--- src/rtl/valu_oprnd_queue_if.sv ---
// Operand queue handshake bundle between the operand fetch stage (master)
// and the VALU operand queue (slave).
interface valu_oprnd_queue_if #(
    parameter int DATA_W = 32,
    parameter int DEPTH  = 5
);
    localparam int CNT_W = $clog2(DEPTH + 1);

    logic              flush;
    logic              wr_en;
    logic [DATA_W-1:0] wr_data;
    logic              rd_en;
    logic [DATA_W-1:0] rd_data;
    logic              rd_valid;
    logic              full;
    logic              empty;
    logic              almost_full;
    logic [CNT_W-1:0]  count;
    logic              overflow;
    logic              underflow;

    modport master (
        output flush,
        output wr_en,
        output wr_data,
        output rd_en,
        input  rd_data,
        input  rd_valid,
        input  full,
        input  empty,
        input  almost_full,
        input  count,
        input  overflow,
        input  underflow
    );

    modport slave (
        input  flush,
        input  wr_en,
        input  wr_data,
        input  rd_en,
        output rd_data,
        output rd_valid,
        output full,
        output empty,
        output almost_full,
        output count,
        output overflow,
        output underflow
    );
endinterface

--- src/rtl/valu_oprnd_queue.sv ---
// VALU operand queue: pointer-based circular buffer with registered read data,
// occupancy count, status decodes, synchronous flush and sticky error flags.
module valu_oprnd_queue #(
    parameter int DATA_W   = 32,
    parameter int DEPTH    = 5,
    parameter int AF_LEVEL = DEPTH - 1,
    parameter int CNT_W    = $clog2(DEPTH + 1)
) (
    input  logic               clk,
    input  logic               rstn,
    valu_oprnd_queue_if.slave  q
);
    localparam int PTR_W = $clog2(DEPTH);

    // Pointer increment with wrap at DEPTH-1, so DEPTH need not be a power of two.
    function automatic logic [PTR_W-1:0] ptr_next(input logic [PTR_W-1:0] ptr);
        logic [PTR_W-1:0] nxt;
        if (ptr == PTR_W'(DEPTH - 1)) begin
            nxt = {PTR_W{1'b0}};
        end else begin
            nxt = ptr + PTR_W'(1);
        end
        return nxt;
    endfunction

    logic [DATA_W-1:0] mem_r [DEPTH];
    logic [PTR_W-1:0]  wr_ptr_r;
    logic [PTR_W-1:0]  rd_ptr_r;
    logic [CNT_W-1:0]  count_r;
    logic [DATA_W-1:0] rd_data_r;
    logic              rd_valid_r;
    logic              overflow_r;
    logic              underflow_r;

    logic              empty_s;
    logic              full_s;
    logic              almost_full_s;
    logic              rd_acc_s;
    logic              wr_acc_s;
    logic              ovf_set_s;
    logic              udf_set_s;
    logic [CNT_W-1:0]  count_nxt_s;

    // Status flags decode the registered count only, never the pointers.
    always_comb begin
        empty_s       = 1'b0;
        full_s        = 1'b0;
        almost_full_s = 1'b0;
        if (count_r == {CNT_W{1'b0}}) begin
            empty_s = 1'b1;
        end else begin
            empty_s = 1'b0;
        end
        if (count_r == CNT_W'(DEPTH)) begin
            full_s = 1'b1;
        end else begin
            full_s = 1'b0;
        end
        if (count_r >= CNT_W'(AF_LEVEL)) begin
            almost_full_s = 1'b1;
        end else begin
            almost_full_s = 1'b0;
        end
    end

    // Acceptance: a full queue still takes a write when a read leaves in the same
    // cycle; flush swallows both requests without raising any flag.
    always_comb begin
        rd_acc_s  = 1'b0;
        wr_acc_s  = 1'b0;
        ovf_set_s = 1'b0;
        udf_set_s = 1'b0;
        if (q.flush) begin
            rd_acc_s  = 1'b0;
            wr_acc_s  = 1'b0;
            ovf_set_s = 1'b0;
            udf_set_s = 1'b0;
        end else begin
            rd_acc_s  = q.rd_en & ~empty_s;
            wr_acc_s  = q.wr_en & (~full_s | rd_acc_s);
            ovf_set_s = q.wr_en & ~wr_acc_s;
            udf_set_s = q.rd_en & ~rd_acc_s;
        end
    end

    // Next occupancy from the accepted operations.
    always_comb begin
        count_nxt_s = count_r;
        case ({wr_acc_s, rd_acc_s})
            2'b10:   count_nxt_s = count_r + CNT_W'(1);
            2'b01:   count_nxt_s = count_r - CNT_W'(1);
            default: count_nxt_s = count_r;
        endcase
    end

    // Storage array; deliberately not reset.
    always_ff @(posedge clk) begin
        if (wr_acc_s) begin
            mem_r[wr_ptr_r] <= q.wr_data;
        end
    end

    // Pointers, count, read data and sticky error flags.
    always_ff @(posedge clk or negedge rstn) begin
        if (!rstn) begin
            wr_ptr_r    <= {PTR_W{1'b0}};
            rd_ptr_r    <= {PTR_W{1'b0}};
            count_r     <= {CNT_W{1'b0}};
            rd_data_r   <= {DATA_W{1'b0}};
            rd_valid_r  <= 1'b0;
            overflow_r  <= 1'b0;
            underflow_r <= 1'b0;
        end else if (q.flush) begin
            wr_ptr_r    <= {PTR_W{1'b0}};
            rd_ptr_r    <= {PTR_W{1'b0}};
            count_r     <= {CNT_W{1'b0}};
            rd_valid_r  <= 1'b0;
            overflow_r  <= 1'b0;
            underflow_r <= 1'b0;
        end else begin
            if (wr_acc_s) begin
                wr_ptr_r <= ptr_next(wr_ptr_r);
            end
            if (rd_acc_s) begin
                rd_ptr_r  <= ptr_next(rd_ptr_r);
                rd_data_r <= mem_r[rd_ptr_r];
            end
            rd_valid_r  <= rd_acc_s;
            count_r     <= count_nxt_s;
            overflow_r  <= overflow_r | ovf_set_s;
            underflow_r <= underflow_r | udf_set_s;
        end
    end

    assign q.rd_data     = rd_data_r;
    assign q.rd_valid    = rd_valid_r;
    assign q.count       = count_r;
    assign q.full        = full_s;
    assign q.empty       = empty_s;
    assign q.almost_full = almost_full_s;
    assign q.overflow    = overflow_r;
    assign q.underflow   = underflow_r;
endmodule

--- src/flat_wrapper.sv ---
// flat-port wrapper written by rule: the top's interface ports become plain ports
module valu_oprnd_queue_flat 
#(
    parameter int DATA_W   = 32,
    parameter int DEPTH    = 5,
    parameter int AF_LEVEL = DEPTH - 1,
    parameter int CNT_W    = $clog2(DEPTH + 1)
)
  (clk, rstn, q_flush, q_wr_en, q_wr_data, q_rd_en, q_rd_data, q_rd_valid, q_full, q_empty, q_almost_full, q_count, q_overflow, q_underflow);
  valu_oprnd_queue_if #(.DATA_W(DATA_W), .DEPTH(DEPTH)) q_i ();
  input  logic clk;
  input  logic rstn;
  input wire logic [$bits(q_i.flush)-1:0] q_flush;
  input wire logic [$bits(q_i.wr_en)-1:0] q_wr_en;
  input wire logic [$bits(q_i.wr_data)-1:0] q_wr_data;
  input wire logic [$bits(q_i.rd_en)-1:0] q_rd_en;
  output wire logic [$bits(q_i.rd_data)-1:0] q_rd_data;
  output wire logic [$bits(q_i.rd_valid)-1:0] q_rd_valid;
  output wire logic [$bits(q_i.full)-1:0] q_full;
  output wire logic [$bits(q_i.empty)-1:0] q_empty;
  output wire logic [$bits(q_i.almost_full)-1:0] q_almost_full;
  output wire logic [$bits(q_i.count)-1:0] q_count;
  output wire logic [$bits(q_i.overflow)-1:0] q_overflow;
  output wire logic [$bits(q_i.underflow)-1:0] q_underflow;
  assign q_i.flush = q_flush;
  assign q_i.wr_en = q_wr_en;
  assign q_i.wr_data = q_wr_data;
  assign q_i.rd_en = q_rd_en;
  assign q_rd_data = q_i.rd_data;
  assign q_rd_valid = q_i.rd_valid;
  assign q_full = q_i.full;
  assign q_empty = q_i.empty;
  assign q_almost_full = q_i.almost_full;
  assign q_count = q_i.count;
  assign q_overflow = q_i.overflow;
  assign q_underflow = q_i.underflow;
  valu_oprnd_queue #(.DATA_W(DATA_W), .DEPTH(DEPTH), .AF_LEVEL(AF_LEVEL), .CNT_W(CNT_W)) u_core (.clk(clk), .rstn(rstn), .q(q_i));
endmodule
--- config.mk ---
export PLATFORM = sky130hd
export DESIGN_NAME = valu_oprnd_queue_flat
export DESIGN_NICKNAME = d
export VERILOG_FILES = /design/src/rtl/valu_oprnd_queue_if.sv /design/src/rtl/valu_oprnd_queue.sv /design/src/flat_wrapper.sv
export SDC_FILE = /design/constraint.sdc
export NUM_CORES = 1
export LEC_CHECK = 0
export ABC_AREA = 1
export CAP_MARGIN = 20
export CORE_UTILIZATION = 51
export CTS_CLUSTER_DIAMETER = 50
export DETAILED_ROUTE_END_ITERATION = 10
export PLACE_DENSITY_LB_ADDON = 0.05
export SLEW_MARGIN = 10
export SYNTH_ARGS = -nofsm -noshare
export SYNTH_HDL_FRONTEND = slang
export SYNTH_SLANG_ARGS = --single-unit
--- constraint.sdc ---
create_clock -name clk -period 3.4 [get_ports clk]
set_input_delay 0.68 -clock clk [delete_from_list [all_inputs] [get_ports clk]]
set_output_delay 0.68 -clock clk [all_outputs]
set_load 0.01 [all_outputs]
# [Word level (Yosys, flattened, before mapping)]
# Memories as Yosys holds them, arrays and structs flattened. A register that Yosys moved wholly into a read port is not among the register bits.
# Cells that the tools add are included.
[totals] ff_bits=12 ramBits=160 output_inout_bits=41 n_memories=1
[op_classes] add_sub_neg=4 n_lt_le_gt_ge=1 n_eq_ne=5 mux=20 bitwise=12 n_reduce_logical=6
[memory_table] name="u_core.mem_r" words=5 word_bits=32 rd=1 rd_ports_with_merged_regs=1 write_ports=1 line="valu_oprnd_queue.sv:26" text="logic [DATA_W-1:0] mem_r [DEPTH];"
[op_table] cell="3-bit 2-to-1 mux" n=7
[op_table] cell="1-bit 2-to-1 mux" n=12
[op_table] cell="3-bit by 1-bit adder with 3-bit output, second input constant" n=3
[op_table] cell="3-bit == test, second input constant" n=3
[op_table] cell="3-bit one-hot mux with 2 select lines" n=1
[op_table] cell="1-bit inverter" n=5
[op_table] cell="1-bit bitwise AND" n=4
[op_table] cell="2-bit nonzero test" n=2
[op_table] cell="3-bit >= comparator, second input constant" n=1
[op_table] cell="3-bit logical NOT" n=1
[op_table] cell="1-bit bitwise OR" n=3
[op_table] cell="3-bit nonzero test" n=1
[op_table] cell="3-bit by 1-bit subtractor with 3-bit output, second input constant" n=1
[op_table] cell="2-bit by 1-bit == test with 1-bit output, second input constant" n=1
[op_table] cell="2-bit == test, second input constant" n=1
[op_table] cell="2-bit AND reduction" n=1
[op_table] cell="1-bit logical NOT" n=1

# [Longest topological paths before layout]
# Gate-level depths: netlist (run 1).
[logic_depth] depth_word=11 ltp_mapped=11 ltp_nobuf=11

# [Worst setup path after synthesis (run 1)]
# No wires, ideal clock.
[synth_timing] path_type="input-to-reg" start="input port q_flush" end="memory u_core.mem_r[4][0] (enable)" setup_ps=461 arrival_time_ps=3329 path_slack_ps=-391 cell_stages=4 cell_sequence="inv_1 buf_2 nand4_1 nor3_1"
[synth_between] elab_chain_cells=3
[synth_lines] element="from (decl)" line="flat_wrapper.sv:13" text="input wire logic [$bits(q_i.flush)-1:0] q_flush;"
[synth_lines] element="1-bit 2-to-1 mux" line="valu_oprnd_queue.sv:73" text="if (q.flush) begin"
[synth_lines] element="1-bit 2-to-1 mux" line="valu_oprnd_queue.sv:98" text="if (wr_acc_s) begin"
[synth_lines] element="1-bit 2-to-1 mux (implied by the code)" line="valu_oprnd_queue.sv:99" text="mem_r[wr_ptr_r] <= q.wr_data;"
[synth_lines] element="to (decl)" line="valu_oprnd_queue.sv:26"
# Every way passes these cells.

# [Worst setup path after layout (run 1)]
[layout_timing] start="register u_core.count_r[0], in the netlist u_core.q.count[0]" end="output port q_full"
[layout_between] elab_chain_cells=2
[layout_lines] element="from (decl)" line="valu_oprnd_queue.sv:29" text="logic [CNT_W-1:0] count_r;"
[layout_lines] element="from (signal assigned)" line="valu_oprnd_queue.sv:108" text="count_r <= {CNT_W{1'b0}};"
[layout_lines] element="from (signal assigned)" line="valu_oprnd_queue.sv:116" text="count_r <= {CNT_W{1'b0}};"
[layout_lines] element="from (signal assigned)" line="valu_oprnd_queue.sv:129" text="count_r <= count_nxt_s;"
[layout_lines] element="3-bit == test" line="valu_oprnd_queue.sv:54" text="if (count_r == CNT_W'(DEPTH)) begin"
[layout_lines] element="1-bit 2-to-1 mux" line="valu_oprnd_queue.sv:54"
[layout_lines] element="to (decl)" line="flat_wrapper.sv:19" text="output wire logic [$bits(q_i.full)-1:0] q_full;"
# Every way passes these cells.

==> results.sh, run 1 <==
export IMPL_hold_class="in2async"
export IMPL_grt_overflow=0
export IMPL_rsz0062_at_grt="no"
export IMPL_grt_max_degree=68
export IMPL_wl_mm=17.3
export IMPL_cts_path_max_buffers=3
export IMPL_r2r_cells=6
export IMPL_cts_sinks=204
export IMPL_synth_top_area_frac=0.591
export IMPL_period_needed_ns=2.50
export IMPL_cts_buffers=22
export IMPL_powerDensity_nw_per_um2=741
export IMPL_clock_skew_ns=0.00836
export IMPL_crit_fanout=7
export IMPL_die_w_um=128
export IMPL_synth_area_top_cells="edfxtp_1 59%, dfrtp_1 14%, o21ai_0 4.1%"
export IMPL_num_vias=5052
export IMPL_die_area_um2=16500
export IMPL_synth_cell_types=33
export IMPL_row_count=45
export IMPL_crit_required_ns=2.72
export IMPL_gp_congestion=0.779
export IMPL_final_antenna_net_count=0
export IMPL_finalCritPeriodShare=0.735
export IMPL_synthCells=604
export IMPL_cp_arrival_ns=1.82
export IMPL_path_clk_slew_ns=0.06
export IMPL_hold_viol=0
export IMPL_crit_type="reg2out"
export IMPL_setup_viol=0
export IMPL_synthArstFlopShare=0.216
export IMPL_core_area_um2=15400
export IMPL_cts_tree="done"
export IMPL_fin_tns_setup_ns=0
export IMPL_grt_pass1_wl_mm=27.0
export IMPL_timing_fmax_ghz=0.400
export IMPL_maxCapViolCount=0
export IMPL_drt_pass1_iterations=5
export IMPL_avgSynthCellArea_um2=13.5
export IMPL_root_buffer="clkbuf_16"
export IMPL_slew_viol_final=0
export IMPL_syn_nets=646
export IMPL_synth_edf_count=160
export IMPL_track_usage=0.217
export IMPL_yosysTopAreaCell="edfxtp_1"
export IMPL_worst_setup_path_end_kind="primary output"
export IMPL_yosysMostFrequentCell="edfxtp_1"
export IMPL_drive_gt1_frac=0.138
export IMPL_antenna_found_initial=0
export IMPL_whs_ns=0.301
export IMPL_n_antenna_cell=0
export IMPL_dp_hpwl_mm=9.96
export IMPL_initial_core_util=0.529
export IMPL_ir_drop_v=0.000420
export IMPL_vias_per_cell=5.53
export IMPL_htree_num_levels=1
export IMPL_yosysSeqAreaShare=0.726
export IMPL_start_kind="flip-flop"
export IMPL_fin_nets=730
export IMPL_synth_seq_cells=204
export IMPL_die_y_um=128
export IMPL_cts_setup_buffers=0
export IMPL_status="finished clean"
export IMPL_fill_cells=1176
export IMPL_drc=0
export IMPL_drtIter0Drc=361
export IMPL_area_delta_synth_final_pct=21.3
export IMPL_slew_headroom=0.431
export IMPL_io_pin_count=78
export IMPL_synthTopCellsByCount="160 x edfxtp_1, 70 x nor2_1, 67 x o21ai_0, 49 x nand2_1, 44 x dfrtp_1"
export IMPL_post_drt_wl_per_cell_um=18.9
export IMPL_io_buffers=77
export IMPL_ys_flop_type="edfxtp_1"
export IMPL_ctsResizeCount=0
export IMPL_synthesis_area_um2=8140
export IMPL_yosys_warnings=0
export IMPL_grt_pass1_vias=5001
export IMPL_insertion_delay_ns=0.49
export IMPL_cts_hold_buf=0
export IMPL_tightest_slew_ns=0.854
export IMPL_power_leakage_nw=3.61
## final timing paths
check | endpoint | slack, ns | from
setup / recovery | q_full | 0.90 | u_core.q.count[0]
hold / removal | u_core.q.count[1] | 0.30 | rstn
setup reg to reg | u_core.mem_r[4][0] | 1.34 | u_core.q.count[0]
hold reg to reg | u_core.q.underflow | 0.50 | u_core.q.underflow
max in group asynchronous | u_core.q.rd_data[4] | 2.45 | rstn
min in group clk | u_core.q.underflow | 0.50 | u_core.q.underflow
## cell usage in the layout, fill, tap and decap left out, types with 3 or more instances in the layout
master and n:
edfxtp_1 160, nand2_1 49, o22ai_1 35, dfrtp_1 43, clkbuf_16 23, or2_2 6
ha_1 4, a21boi_0 4, nor2_1 68, nand4_1 3, a21boi_2 26, clkdlybuf4s50_1 76
nor2_4 3, o21ai_0 67, nand3_1 8, clkinv_2 3, clkbuf_1 4, inv_1 11
a21oi_1 34, buf_4 16, clkinv_1 4, or2_1 26
## critical path, stage by stage, from the launching register on
cell	delay (ns)
dfrtp_1	0.54
nand2_1	0.09
nor2_1	0.15
clkdlybuf4s50_1	0.56
## per-stage QoR
step	instances	setup slack, ns	area (um2)	power, mW	util
after global routing	914	0.799	9870	7.68	0.642
after floorplan	604	-0.338	8140	4.32	-
after CTS	913	0.872	9850	7.37	0.641
after detailed placement	874	0.502	9150	5.07	0.595
final	914	0.902	9870	7.31	0.642
after global placement	873	0.545	9120	5.02	0.593
## power breakdown
part	leakage (nW)	internal (mW)	switching, mW	total [mW]
registers	1.96	2.97	0.146	3.12
clock network	0.338	1.35	0.925	2.28
logic	1.31	0.928	0.988	1.92
## layout make-up
cell class,count,area (um2),area share
multi-input cells,351,2010,0.204
well taps,211,264,0.0268
flip-flops and latches,204,5910,0.599
repair buffers,95,933,0.0946
clock buffers,29,618,0.0627
clock inverters,10,80.1,0.00812
inverters,14,52.6,0.00533
## sequential cells by signal (all words and copies together) (netlist names)
register,count
u_core.mem_r,160
u_core.q.rd_data,32
u_core.q.count,3
u_core.rd_ptr_r,3
u_core.wr_ptr_r,3
u_core.q.overflow,1
u_core.q.rd_valid,1
u_core.q.underflow,1
## layer usage
| metal | share of wire | GRT usage |
|---|---|---|
| met4 | 0.018 | 0.0602 |
| met5 | 0 | 0 |
| met2 | 0.51 | 0.377 |
| met3 | 0.046 | 0.0275 |
| met1 | 0.43 | 0.288 |
## kinds of logic after synthesis
kind of cell,Yosys count,synth area share
AOI/OAI and AO/OA,171,0.133
xor gates and xnor gates,1,0.00108
adders and majority gates,5,0.00861
buffers and inverters,49,0.0314
DFF,204,0.726
and+or+nand+nor,174,0.0998
Power figures use the tool's default switching activity.
==> run 2, diff against run 1 <==
==> constraint.sdc (replaced) <==
create_clock -name clk -period 2.18 [get_ports clk]
set_input_delay 0.436 -clock clk [delete_from_list [all_inputs] [get_ports clk]]
set_output_delay 0.436 -clock clk [all_outputs]
set_load 0.01 [all_outputs]
==> results.sh, run 2 (synthesis gave the netlist of run 1 again) <==
export IMPL_status="finished clean"
export IMPL_cts_sinks=204
export IMPL_antenna_found_initial=0
export IMPL_start_kind="flip-flop"
export IMPL_root_buffer="clkbuf_16"
export IMPL_timing_fmax_ghz=0.480
export IMPL_drt_pass1_iterations=4
export IMPL_slew_headroom=0.543
export IMPL_num_vias=5121
export IMPL_tightest_slew_ns=0.686
export IMPL_maxCapViolCount=0
export IMPL_clock_skew_ns=0.0113
export IMPL_worst_setup_path_end_kind="primary output"
export IMPL_whs_ns=0.488
export IMPL_cellInternalPower_mw=8.31
export IMPL_seq_area_um2=5910
export IMPL_grt_pass1_wl_mm=27.9
export IMPL_die_y_um=128
export IMPL_cts_buffers=24
export IMPL_post_drt_wl_per_cell_um=18.3
export IMPL_layout_common_cells="160 x edfxtp_1, 75 x clkdlybuf4s50_1, 67 x nor2_1, 67 x o21ai_0, 49 x nand2_1"
export IMPL_dp_slack_ns=-0.0917
export IMPL_drc=0
export IMPL_final_core_utilization=0.666
export IMPL_slew_viol_final=0
export IMPL_cp_arrival_ns=1.65
export IMPL_period_needed_ns=2.08
export IMPL_seqPwrFrac=0.415
export IMPL_final_antenna_net_count=0
export IMPL_cts_tree="done"
export IMPL_final_common_cell="edfxtp_1"
export IMPL_grt_pass1_vias=5204
export IMPL_row_count=45
export IMPL_grt_overflow=0
export IMPL_rsz0062_at_grt="no"
export IMPL_hold_viol=0
export IMPL_n_antenna_cell=0
export IMPL_p_sw_frac=0.287
export IMPL_powerDensity_nw_per_um2=1140
export IMPL_p_total_mw=11.7
export IMPL_fill_cells=1113
export IMPL_htree_num_levels=1
export IMPL_combPwrFrac=0.267
export IMPL_setup_slack_ns=0.0985
export IMPL_finalCritPeriodShare=0.955
export IMPL_crit_required_ns=1.74
export IMPL_die_w_um=128
export IMPL_initial_core_util=0.529
export IMPL_ir_drop_v=0.000741
export IMPL_grt_max_degree=66
export IMPL_crit_fanout=3
export IMPL_io_pin_count=78
export IMPL_track_usage=0.223
export IMPL_dp_hpwl_mm=10.8
export IMPL_largest_register="u_core.mem_r"
export IMPL_fin_nets=754
export IMPL_path_clk_slew_ns=0.06
export IMPL_setup_viol=0
export IMPL_die_area_um2=16500
export IMPL_wl_mm=17.2
export IMPL_crit_type="reg2out"
export IMPL_vias_per_cell=5.44
export IMPL_cts_path_max_buffers=3
export IMPL_largest_register_ffs=160
export IMPL_power_leakage_nw=3.78
export IMPL_io_buffers=77
export IMPL_p_switching_mw=3.34
export IMPL_clkPwrFrac=0.318
export IMPL_gp_congestion=0.845
export IMPL_core_area_um2=15400
export IMPL_drive_gt1_frac=0.174
export IMPL_area_delta_synth_final_pct=25.8
export IMPL_hold_class="in2async"
export IMPL_insertion_delay_ns=0.51
export IMPL_multi_input_comb_area_um2=2030
export IMPL_drtIter0Drc=266
## run 2: cell types whose count changed in the layout (fill, tap and decap cells not counted), sizes merged
cell	change
dlygate4sd3	+1
bufinv	-1
clkinv	+1
dlygate4sd2	+1
buf	+21
inv	+3
clkbuf	+2
clkdlybuf4s50	-1
## run 2: area by class of cell
| class | count | share of cell area |
|---|---|---|
| sequential | 204 | 0.578 |
| multi-input combinational | 351 | 0.198 |
| inverter | 14 | 0.00514 |
| clock buffer | 31 | 0.0633 |
| clock inverter | 13 | 0.0100 |
| timing repair buffer | 117 | 0.120 |
| tap | 211 | 0.0258 |
## run 2: metal layers
metal / GRT usage / vias up / part of all wire
li1: - / 2412 / -
met1: 0.306 / 2551 / 0.45
met2: 0.377 / 135 / 0.49
met3: 0.0301 / 23 / 0.043
met4: 0.0616 / 0 / 0.016
met5: 0 / - / 0
## run 2: worst paths after layout
| path | start | to | slack [ns] | cells after the start |
|---|---|---|---|---|
| min | rstn | u_core.q.underflow | 0.49 | 2 |
| max reg2reg | u_core.q.count[2] | u_core.q.count[2] | 0.30 | 12 |
| max | u_core.q.count[0] | q_full | 0.1 | 3 |
| max in group asynchronous | rstn | u_core.q.rd_data[2] | 1.10 | 3 |
| min reg2reg | u_core.q.underflow | u_core.q.underflow | 0.49 | 1 |
| min in group clk | u_core.q.underflow | u_core.q.underflow | 0.49 | 1 |
## run 2: what timing repair did
item,in CTS,in global routing
hold buffers,1,0
resized for setup,1,0
setup buffers,2,1
endpoints found under the setup margin,1,1
hold endpoints to repair,22,0
## run 2: worst max-delay path, cell delays in order (launching register included)
cell and delay, ns:
dfrtp_2 0.41, nand2_1 0.08, nor2_2 0.10, clkdlybuf4s50_1 0.54
## run 2: power groups by stage
stage	clock (mW)	combinational, mW	sequential [mW]
floorplan	0	1.68	5.07
global placement	0	3.04	4.93
detailed placement	0	3.08	4.95
CTS	3.79	3.14	4.86
global route	3.93	3.44	4.89
finish	3.70	3.11	4.84
## run 2: per-stage QoR
stage | setup TNS [ns] | instances | instance area [um2]
3_3_place_gp | -1.59 | 893 | 9450
3_5_place_dp | -2.40 | 893 | 9450
6_report | 0 | 941 | 10200
5_1_grt | 0 | 941 | 10200
4_1_cts | 0 | 940 | 10200
2_1_floorplan | -30.54 | 604 | 8180
==> run 3, diff against run 2 <==
--- a/config.mk
+++ b/config.mk
@@ -7,7 +7,9 @@
 export LEC_CHECK = 0
 export ABC_AREA = 1
 export CAP_MARGIN = 20
-export CORE_UTILIZATION = 51
+export CELL_PAD_IN_SITES_DETAIL_PLACEMENT = 1
+export CELL_PAD_IN_SITES_GLOBAL_PLACEMENT = 2
+export CORE_UTILIZATION = 36
 export CTS_CLUSTER_DIAMETER = 50
 export DETAILED_ROUTE_END_ITERATION = 10
 export PLACE_DENSITY_LB_ADDON = 0.05
==> results.sh, run 3 (synthesis gave the netlist of run 1 again) <==
export IMPL_core_area_um2=22000
export IMPL_dp_slack_ns=-0.0841
export IMPL_rsz0062_at_grt="no"
export IMPL_die_y_um=152
export IMPL_largest_register_ffs=160
export IMPL_die_w_um=152
export IMPL_num_vias=5137
export IMPL_max_stage_delay_ns=0.55
export IMPL_drtIter0Drc=181
export IMPL_hold_start="u_core.q.underflow"
export IMPL_grt_pass1_wl_mm=32.3
export IMPL_tightest_slew_ns=0.742
export IMPL_cts_sinks=204
export IMPL_clock_skew_ns=0.0150
export IMPL_fin_nets=756
export IMPL_vias_per_cell=5.06
export IMPL_start_kind="flip-flop"
export IMPL_area_delta_synth_final_pct=28.0
export IMPL_maxCapViolCount=0
export IMPL_finalCritPeriodShare=0.955
export IMPL_powerDensity_nw_per_um2=1180
export IMPL_final_antenna_net_count=0
export IMPL_dp_hpwl_mm=12.5
export IMPL_rr_startpoint="u_core.q.count[2]"
export IMPL_largest_register="u_core.mem_r"
export IMPL_io_pin_count=78
export IMPL_crit_type="reg2out"
export IMPL_htree_num_levels=1
export IMPL_p_total_mw=12.3
export IMPL_final_cell_area_um2=10400
export IMPL_cts_tree="done"
export IMPL_row_count=54
export IMPL_antenna_found_initial=0
export IMPL_cp_arrival_ns=1.65
export IMPL_post_drt_wl_per_cell_um=19.9
export IMPL_insertion_delay_ns=0.53
export IMPL_whs_ns=0.502
export IMPL_worstPathCellList="nand2_1 > nor2_2 > clkdlybuf4s50_1"
export IMPL_grt_max_degree=66
export IMPL_power_leakage_nw=3.83
export IMPL_drt_pass1_iterations=9
export IMPL_status="complete, but fails checks"
export IMPL_drive_gt1_frac=0.180
export IMPL_slew_viol_final=0
export IMPL_grt_pass1_vias=5623
export IMPL_final_common_cell="edfxtp_1"
export IMPL_wl_mm=20.2
export IMPL_violations="design-rule violations"
export IMPL_min_to="u_core.q.underflow"
export IMPL_cts_path_max_buffers=3
export IMPL_gp_congestion=0.762
export IMPL_layout_common_cells="160 x edfxtp_1, 75 x clkdlybuf4s50_1, 67 x nor2_1, 67 x o21ai_0, 49 x nand2_1"
export IMPL_timing_fmax_ghz=0.480
export IMPL_reg2reg_to="u_core.q.count[2]"
export IMPL_crit_path_top_delay_cell="clkdlybuf4s50_1"
export IMPL_setup_slack_ns=0.0974
export IMPL_fin_tns_setup_ns=0
export IMPL_r2r_cells=12
export IMPL_root_buffer="clkbuf_16"
export IMPL_io_buffers=77
export IMPL_crit_required_ns=1.74
export IMPL_hold_class="reg2reg"
export IMPL_ir_drop_v=0.000517
export IMPL_n_antenna_cell=0
export IMPL_path_clk_slew_ns=0.05
export IMPL_hold_depth=1
export IMPL_hold_viol=0
export IMPL_die_area_um2=23200
export IMPL_crit_fanout=4
export IMPL_worst_setup_path_end_kind="primary output"
export IMPL_setup_viol=0
export IMPL_cts_buffers=27
export IMPL_period_needed_ns=2.08
export IMPL_reg2reg_slack_ns=0.22
export IMPL_track_usage=0.179
export IMPL_slew_headroom=0.505
export IMPL_drc=6
export IMPL_dpl_instance_area_um2=9500
export IMPL_initial_core_util=0.370
export IMPL_grt_overflow=0
[run 3: worst max-delay path by stage]
| stage | startpoint | end | slack (ns) |
|---|---|---|---|
| after CTS | u_core.q.count[0] | q_full | 0.06 |
| after global placement | q_rd_en | u_core.q.count[2] | -0.05 |
| after detailed placement | q_rd_en | u_core.q.count[2] | -0.08 |
| final | u_core.q.count[0] | q_full | 0.1 |
| after floorplan | u_core.q.count[0] | u_core.mem_r[1][0] | -0.38 |
| after global routing | u_core.q.count[0] | q_full | 0.01 |
[run 3: worst max-delay path, delay by kind of cell, from the launching register on]
family	cells	cell delay, ns
flops	1	0.40
simple gates	2	0.18
buf+inv	1	0.55
[run 3: layout make-up]
| cell class | instances | area [um2] |
|---|---|---|
| clock buffer | 31 | 701 |
| sequential | 204 | 5910 |
| clock inverter | 19 | 176 |
| multi-input combinational | 351 | 2030 |
| timing repair buffer | 116 | 1200 |
| inverter | 14 | 52.6 |
| tap | 280 | 350 |
| fill | 2208 | 11500 |
[run 3: timing repair]
item / in CTS / in global routing
buffers inserted: 4 / 0
endpoints found under the hold margin: 20 / 0
hold buffers: 1 / 0
endpoints found under the setup margin: 2 / 0
resized for setup: 1 / 0
[run 3: power by group]
group | leakage, nW | switching [mW] | internal [mW]
Combinational | 1.46 | 1.65 | 1.56
Clock | 0.416 | 1.70 | 2.57
Sequential | 1.96 | 0.214 | 4.64
Total | 3.83 | 3.56 | 8.77
[run 3: per-stage QoR]
step | std cells | utilization
2_1_floorplan | 604 | -
3_3_place_gp | 960 | 0.433
3_5_place_dp | 960 | 0.433
4_1_cts | 1015 | 0.474
5_1_grt | 1015 | 0.474
6_report | 1015 | 0.474
[run 3: routing by layer]
| metal | GRT usage | share of wire | vias up |
|---|---|---|---|
| li1 | - | - | 2424 |
| met1 | 0.238 | 0.46 | 2603 |
| met2 | 0.309 | 0.50 | 86 |
| met3 | 0.0265 | 0.034 | 24 |
| met4 | 0.0432 | 0.014 | 0 |
| met5 | 0 | 0 | - |
